$ cat src/rtl/serial_write_controller_pkg.sv
// ============================================================================
// Module   : serial_write_controller_pkg
// Purpose  : Shared memory geometry and write-FSM state encoding.
// Revision : 1.0
// ============================================================================
`default_nettype none

package serial_write_controller_pkg;

    // Geometry shared with the program-counter read path.
    localparam int c_DEPTH_DEFAULT      = 20480;
    localparam int c_ADDR_WIDTH_DEFAULT = 15;
    localparam int c_DATA_WIDTH_DEFAULT = 8;

    typedef enum logic [1:0] {
        ST_IDLE  = 2'd0,
        ST_SHIFT = 2'd1,
        ST_WRITE = 2'd2
    } state_t;

endpackage : serial_write_controller_pkg

`default_nettype wire

$ cat src/rtl/serial_write_controller_addr_counter.sv
// ============================================================================
// Module   : write_addr_counter
// Purpose  : Write address counter wrapping at DEPTH-1 with sticky wrap flag.
// Revision : 1.0
// ============================================================================
`default_nettype none

import serial_write_controller_pkg::*;

module write_addr_counter #(
    parameter int DEPTH      = c_DEPTH_DEFAULT,
    parameter int ADDR_WIDTH = c_ADDR_WIDTH_DEFAULT
) (
    input  logic                  clk,
    input  logic                  rst_n,
    input  logic                  i_clear,
    input  logic                  i_inc,
    output logic [ADDR_WIDTH-1:0] o_addr,
    output logic                  o_wrapped
);

    localparam logic [ADDR_WIDTH-1:0] c_LAST = ADDR_WIDTH'(DEPTH - 1);

    logic [ADDR_WIDTH-1:0] r_addr;
    logic                  r_wrapped;

    // Clear wins over increment so a clear during a write suppresses the bump.
    always_ff @(posedge clk or negedge rst_n) begin
        if (!rst_n) begin
            r_addr    <= '0;
            r_wrapped <= 1'b0;
        end else if (i_clear) begin
            r_addr    <= '0;
            r_wrapped <= 1'b0;
        end else if (i_inc) begin
            if (r_addr == c_LAST) begin
                r_addr    <= '0;
                r_wrapped <= 1'b1;
            end else begin
                r_addr <= r_addr + 1'b1;
            end
        end
    end

    assign o_addr    = r_addr;
    assign o_wrapped = r_wrapped;

endmodule : write_addr_counter

`default_nettype wire

$ cat src/rtl/serial_write_controller.sv
// ============================================================================
// Module   : serial_write_controller
// Purpose  : Deserializes strobed serial bits into words written to sample memory.
// Revision : 1.0
// ============================================================================
`default_nettype none

import serial_write_controller_pkg::*;

module serial_write_controller #(
    parameter int DEPTH      = c_DEPTH_DEFAULT,
    parameter int ADDR_WIDTH = c_ADDR_WIDTH_DEFAULT,
    parameter int DATA_WIDTH = c_DATA_WIDTH_DEFAULT
) (
    input  logic                  clk,
    input  logic                  rst_n,
    input  logic                  sclkPosEdge,
    input  logic                  wrEn,
    input  logic                  serialIn,
    input  logic                  addrClear,
    output logic                  memWe,
    output logic [ADDR_WIDTH-1:0] memAddr,
    output logic [DATA_WIDTH-1:0] memData,
    output logic                  wrapped
);

    localparam int                  c_CNT_W    = (DATA_WIDTH > 2) ? $clog2(DATA_WIDTH) : 1;
    localparam logic [c_CNT_W-1:0]  c_LAST_BIT = c_CNT_W'(DATA_WIDTH - 1);

    state_t                r_state;
    state_t                w_state_nxt;
    logic [c_CNT_W-1:0]    r_cnt;
    logic [c_CNT_W-1:0]    w_cnt_nxt;
    logic [DATA_WIDTH-1:0] r_shift;
    logic [DATA_WIDTH-1:0] w_shift_nxt;
    logic [DATA_WIDTH-1:0] r_data;
    logic [DATA_WIDTH-1:0] w_data_nxt;
    logic [DATA_WIDTH-1:0] w_shifted;

    assign w_shifted = {r_shift[DATA_WIDTH-2:0], serialIn};

    always_ff @(posedge clk or negedge rst_n) begin
        if (!rst_n) begin
            r_state <= ST_IDLE;
            r_cnt   <= '0;
            r_shift <= '0;
            r_data  <= '0;
        end else begin
            r_state <= w_state_nxt;
            r_cnt   <= w_cnt_nxt;
            r_shift <= w_shift_nxt;
            r_data  <= w_data_nxt;
        end
    end

    // The bit counter is zero in IDLE and WRITE, so the same accept path
    // takes bit 0 of a new word in those states without losing a strobe.
    always_comb begin
        w_state_nxt = r_state;
        w_cnt_nxt   = r_cnt;
        w_shift_nxt = r_shift;
        w_data_nxt  = r_data;

        case (r_state)
            ST_IDLE:  w_state_nxt = wrEn ? ST_SHIFT : ST_IDLE;
            ST_SHIFT: w_state_nxt = wrEn ? ST_SHIFT : ST_IDLE;
            ST_WRITE: w_state_nxt = wrEn ? ST_SHIFT : ST_IDLE;
            default:  w_state_nxt = ST_IDLE;
        endcase

        if (!wrEn || addrClear) begin
            w_cnt_nxt   = '0;
            w_shift_nxt = '0;
        end else if (sclkPosEdge) begin
            w_shift_nxt = w_shifted;
            if (r_cnt == c_LAST_BIT) begin
                w_cnt_nxt   = '0;
                w_data_nxt  = w_shifted;
                w_state_nxt = ST_WRITE;
            end else begin
                w_cnt_nxt = r_cnt + 1'b1;
            end
        end
    end

    write_addr_counter #(
        .DEPTH      (DEPTH),
        .ADDR_WIDTH (ADDR_WIDTH)
    ) u_addr_counter (
        .clk       (clk),
        .rst_n     (rst_n),
        .i_clear   (addrClear),
        .i_inc     (r_state == ST_WRITE),
        .o_addr    (memAddr),
        .o_wrapped (wrapped)
    );

    assign memWe   = (r_state == ST_WRITE);
    assign memData = r_data;

endmodule : serial_write_controller

`default_nettype wire
$ cat config.mk
export PLATFORM = sky130hd
export DESIGN_NAME = serial_write_controller
export DESIGN_NICKNAME = d
export VERILOG_FILES = /design/src/rtl/serial_write_controller_pkg.sv /design/src/rtl/serial_write_controller_addr_counter.sv /design/src/rtl/serial_write_controller.sv
export SDC_FILE = /design/constraint.sdc
export NUM_CORES = 1
export LEC_CHECK = 0
export CELL_PAD_IN_SITES_DETAIL_PLACEMENT = 2
export CELL_PAD_IN_SITES_GLOBAL_PLACEMENT = 2
export CORE_MARGIN = 3
export CORE_UTILIZATION = 34
export CTS_CLUSTER_SIZE = 40
export DETAILED_ROUTE_END_ITERATION = 6
export PLACE_DENSITY_LB_ADDON = 0.15
export SKIP_LAST_GASP = 1
export SYNTH_ARGS = -nofsm -noshare
export SYNTH_HDL_FRONTEND = slang
export SYNTH_HIERARCHICAL = 1
export SYNTH_SLANG_ARGS = --single-unit
export TNS_END_PERCENT = 5
$ cat constraint.sdc
create_clock -name clk -period 2.1 [get_ports clk]
set_clock_uncertainty 0.15 [all_clocks]
set_input_delay 0.42 -clock clk [delete_from_list [all_inputs] [get_ports clk]]
set_output_delay 0.42 -clock clk [all_outputs]
set_load 0.03 [all_outputs]
### Word level (Yosys, flattened, before mapping)

Cells that the tools add are included.

| storage, ports and cells | value |
|---|---|
| ROM bits | 0 |
| word-level logic and storage cells | 38 |
| bits in registers | 36 |
| bits in writable memories | 0 |
| output and inout port bits | 25 |
| latch bits | 0 |
| memories | 0 |

| operators by class | value |
|---|---|
| $add $sub $neg | 2 |
| order comparisons | 0 |
| multiply operators | 0 |
| equal/unequal tests | 4 |
| bitwise operators | 1 |
| shifts and indexed selects | 0 |
| divide/modulo/power cells | 0 |
| reduce and logical (&&, ||, !) cells | 9 |
| muxes and demuxes | 16 |

Operators with widths:

| cell | count |
|---|---|
| $mux W15 | 3 |
| $add A15 B1 Y15 const B | 1 |
| $eq A15 B15 Y1 const B | 1 |
| $mux W7 | 2 |
| $mux W3 | 3 |
| $mux W2 | 3 |
| $reduce_bool A2 Y1 | 3 |
| $mux W1 | 5 |
| $add A3 B1 Y3 const B | 1 |
| $eq A3 B3 Y1 const B | 1 |
| $reduce_and A3 Y1 | 1 |
| $reduce_or A3 Y1 | 1 |
| $eq A2 B1 Y1 const B | 1 |
| $eq A2 B2 Y1 const B | 1 |
| $logic_not A2 Y1 | 1 |
| $reduce_and A2 Y1 | 1 |
| $logic_not A1 Y1 | 1 |
| $logic_or A1 B1 Y1 | 1 |
| $not A1 Y1 | 1 |

### Longest topological paths before layout

| logic depth | value |
|---|---|
| depth in word-level cells | 6 |
| mapped depth | 6 |

### Cells and area by module

Netlist, hierarchy kept.

Modules (own cells, without submodules):

| module | cells an instance | seq. area each (µm²) | area each (µm²) | times used |
|---|---|---|---|---|
| write_addr_counter | 86 | 400.4 | 899.6 | 1 |
| serial_write_controller | 60 | 500.5 | 828.3 | 1 |

### Worst setup path after synthesis

Ideal clock, no wire load.

| path | value |
|---|---|
| kind | register -> register |
| start | register r_state[0] |
| end | register u_addr_counter.r_addr[11] (netlist: u_addr_counter/o_addr[11]) |
| arrival time | 2.006 ns |
| stages on the path, launching flop included | 7 |
| path buffers | 1 |
| slack | -0.129 ns |
| library setup time | 0.073 ns |
| cell sequence | dfrtp_1 nor2b_1 buf_2 o2111a_4 nand2_2 or4_4 a21oi_2 |

| between the ends | value |
|---|---|
| longest elaborated chain between the ends | 2 |

RTL lines:

| item | line | source |
|---|---|---|
| from (decl) | serial_write_controller.sv:30 | `state_t r_state;` |
| from (signal assigned) | serial_write_controller.sv:49 | `r_state <= w_state_nxt;` |
| $eq A2 B2 Y1 | n/a |  |
| named net memWe | serial_write_controller.sv:21 | `output logic memWe,` |
| $reduce_bool A2 Y1 (no line) | n/a |  |
| to (signal assigned) | serial_write_controller_addr_counter.sv:40 | `r_addr <= r_addr + 1'b1;` |
| to (decl) | serial_write_controller_addr_counter.sv:24 | `logic [ADDR_WIDTH-1:0] r_addr;` |

The timed path passes the listed nets, and every way through them passes these cells.
A chain may end at the register's enable or synchronous reset.

### Final worst setup path

| path | value |
|---|---|
| start | register u_addr_counter.r_addr[5] (netlist: u_addr_counter/o_addr[5]) |
| end | output memAddr[5] |

RTL lines:

| item | line | source |
|---|---|---|
| to (decl) | serial_write_controller.sv:22 | `output logic [ADDR_WIDTH-1:0] memAddr,` |

No word-level cell between the ends.

==> results.py <==
metrics = {
    "setup_path": {
        "crit_buf_inv": 1,
        "critPathMaxStageDelay_ns": 0.73,
        "cp.required_ns": 1.53,
        "worst-path-stages": 1,
        "r2r_slack_ns": 0.15,
        "crit_arrival_ns": 1.49,
        "crit_fanout": 6,
        "worst-setup-path-type": "reg -> out",
        "endpoint_kind": "output port",
        "crit_end": "memAddr[5]",
        "reg2reg_from": "u_addr_counter/o_addr[0]$_DFFE_PN0P_",
        "rr_worst_depth": 5,
        "worst_path_dominant_cell_family": "buffers and inverters",
        "crit_chain": "clkdlybuf4s50_1",
        "start_kind": "flip-flop",
        "slowest_stage": "clkdlybuf4s50_1",
        "startpoint": "u_addr_counter/o_addr[5]$_DFFE_PN0P_",
        "reg2reg_to": "u_addr_counter/o_addr[4]$_DFFE_PN0P_",
    },
    "global_route": {
        "grt_pass1_wl_mm": 7.30,
        "grt_start_max_net_pins": 37,
        "grt_antenna_before_repair": 0,
        "overflow": 0,
        "grt_pass1_vias": 1493,
        "grt_util_all_layers_pct": 15.3,
    },
    "layout": {
        "areaGrowthSynthToFinish_pct": 30.7,
        "fin_area_um2": 2260,
        "insertedDiodeCount": 0,
        "final_cell_count_no_fill": 253,
        "nNetsFinal": 194,
        "final_common_cell": "dfrtp_1",
        "layout_common_cells": "36 x dfrtp_1, 28 x clkdlybuf4s50_1, 24 x nor2_1",
        "post-route-util_pct": 46.9,
        "drive_above_1_share_pct": 18.3,
    },
    "die": {
        "row_count": 25,
        "initial_core_util_pct": 35.9,
        "core_area_um2": 4820,
        "die_w_um": 77.3,
        "io_pins": 31,
        "chipHeight_um": 77.3,
        "die-area_um2": 5970,
    },
    "pwr": {
        "p_sw_share_pct": 19.7,
        "combinationalPowerShare_pct": 3.9,
        "pwr-share-clk_pct": 46.7,
        "p_leak_nw": 1.09,
        "vdd_drop_max_mv": 0.503,
        "p_per_area_nw_per_um2": 627,
        "p_seq_share_pct": 49.4,
        "p_int_mw": 1.14,
        "power.total_mw": 1.41,
        "p_switching_mw": 0.279,
    },
    "yosys": {
        "synth-edff-count": 0,
        "synth_cell_type_count": 40,
        "ys_ff_latch": 36,
        "netlist_area_um2": 1730,
        "ys.warnings.count": 6,
        "syn-instance-count": 146,
        "ys.flop_type": "dfrtp_1",
        "avgSynthCellArea_um2": 11.8,
        "async_flop_share_pct": 100,
        "synth-seq-area-share_pct": 52.1,
        "syn_nets": 155,
    },
    "detailed_routing": {
        "wl_per_cell_um": 16.0,
        "drtAntennaViolNets": 0,
        "wl_met1_mm": 1.69,
        "highest_layer": "met4",
        "wl_mm": 4.05,
        "route.met3.wl_um": 139,
        "drt-initial-drc-count": 32,
        "vias": 1265,
        "dr.pass1.iters": 4,
        "drcViolationCount": 0,
        "wl_met2_mm": 2.19,
        "routed_via_density": 5.00,
    },
    "sta": {
        "final-setup-viol-count": 0,
        "period_needed_ns": 2.06,
        "hold_violations": 0,
        "tightest_slew_ns": 0.459,
        "rsz0062_at_grt": "true",
        "fmax_mhz": 486,
        "holdWs_ns": 0.359,
        "setup_ws_ns": 0.0424,
        "max_slew_margin_pct": 69.4,
        "final-max-slew-violation-count": 0,
        "tns_ns": 0,
        "period_share_pct": 98.0,
    },
    "clock_network": {
        "clkSlewWorstSetupHoldPaths_ns": 0.07,
        "cts.sinks": 36,
        "cts_buffers": 5,
        "clk-insertion-delay-late_ns": 0.28,
        "cts_buffer_depth": 2,
        "clock-root-buffer": "clkbuf_8",
        "cts_tree": "done",
        "cts_max_level": 2,
        "cts-hold-fix-buffers": 0,
    },
    "job": {
        "drv_cap": 0,
    },
    "placement": {
        "place_inst": 245,
        "dpl.hpwl_mm": 2.99,
        "routabilityCongestion": 0.690,
        "place_ws_ns": -0.0138,
        "placed_cell_area_um2": 2130,
        "portBuffers": 30,
    },
    "worst_hold_path": {
        "whs_path_depth": 1,
        "hp-class": "reg -> reg",
    },
    "run_status": {
        "status": "finished clean",
    },
}
## logic make-up after synthesis
kind of cell    Yosys count  share of synthesized area [%]
compound gates           12                           5.94
xor+xnor                  9                           4.56
fa+ha+maj                 3                           2.17
buf+inv                   9                           3.19
flops                    36                           52.1
mux                      19                           11.6
simple gates             58                           20.4
## state kept, by name (all words and copies together) (netlist names)
name	count
u_addr_counter/o_wrapped	1
r_state	2
memData	8
r_shift	7
r_cnt	3
u_addr_counter/o_addr	15
## synth_stat cells, drive strengths merged, types with 2 or more instances
master | n | area [µm²]
a21oi | 3 | 18.8
a31o | 2 | 17.5
a31oi | 2 | 12.5
and3 | 4 | 25.0
buf | 5 | 40.0
dfrtp | 36 | 901
ha | 3 | 37.5
inv | 3 | 11.3
mux2 | 8 | 90.1
mux2i | 11 | 110
nand2 | 6 | 25.0
nand2b | 2 | 12.5
nand3 | 5 | 25.0
nand3b | 3 | 22.5
nand4 | 3 | 33.8
nor2 | 24 | 90.1
nor3 | 2 | 15.0
o31ai | 2 | 15.0
or4 | 2 | 18.8
xnor2 | 4 | 35.0
xor2 | 5 | 43.8
## power groups by stage
stage | sequential (mW) | combinational, mW | clock, mW
final | 0.698 | 0.0558 | 0.661
after global routing | 0.698 | 0.0633 | 0.726
after CTS | 0.698 | 0.0583 | 0.685
after detailed placement | 0.712 | 0.0584 | 0
after global placement | 0.711 | 0.0562 | 0
after floorplan | 0.711 | 0.0253 | 0
## worst min path at each step
stage                                               startpoint                                    to  slack [ns]
after floorplan                                          rst_n                memData[0]$_DFFE_PN0P_       -0.03
after global placement                  memData[0]$_DFFE_PN0P_                memData[0]$_DFFE_PN0P_        0.34
after detailed placement  u_addr_counter/o_wrapped$_DFFE_PN0P_  u_addr_counter/o_wrapped$_DFFE_PN0P_        0.35
after CTS                 u_addr_counter/o_wrapped$_DFFE_PN0P_  u_addr_counter/o_wrapped$_DFFE_PN0P_        0.36
after global routing                    memData[0]$_DFFE_PN0P_                memData[0]$_DFFE_PN0P_        0.39
final                                   memData[2]$_DFFE_PN0P_                memData[2]$_DFFE_PN0P_        0.36
## per-layer routing
layer	vias up	global-route usage (%)
met1	650	17.8
met4	0	4.27
met5	-	0
met3	4	3.76
li1	590	-
met2	21	27.5
## layout make-up
class | count | area (µm²)
clock buffers | 7 | 96.3
clock inverters | 1 | 30.0
fillers | 504 | 2560
inverters | 3 | 11.3
multi-input cells | 101 | 774
flip-flops and latches | 36 | 901
well taps | 67 | 83.8
repair buffers | 38 | 362
## timing repair
action	CTS	global route
setup endpoints to repair	1	11
buffers inserted	0	0
endpoints found under the hold margin	0	0
resized for setup	1	1
Note: power is estimated with default switching activity, not from simulation.
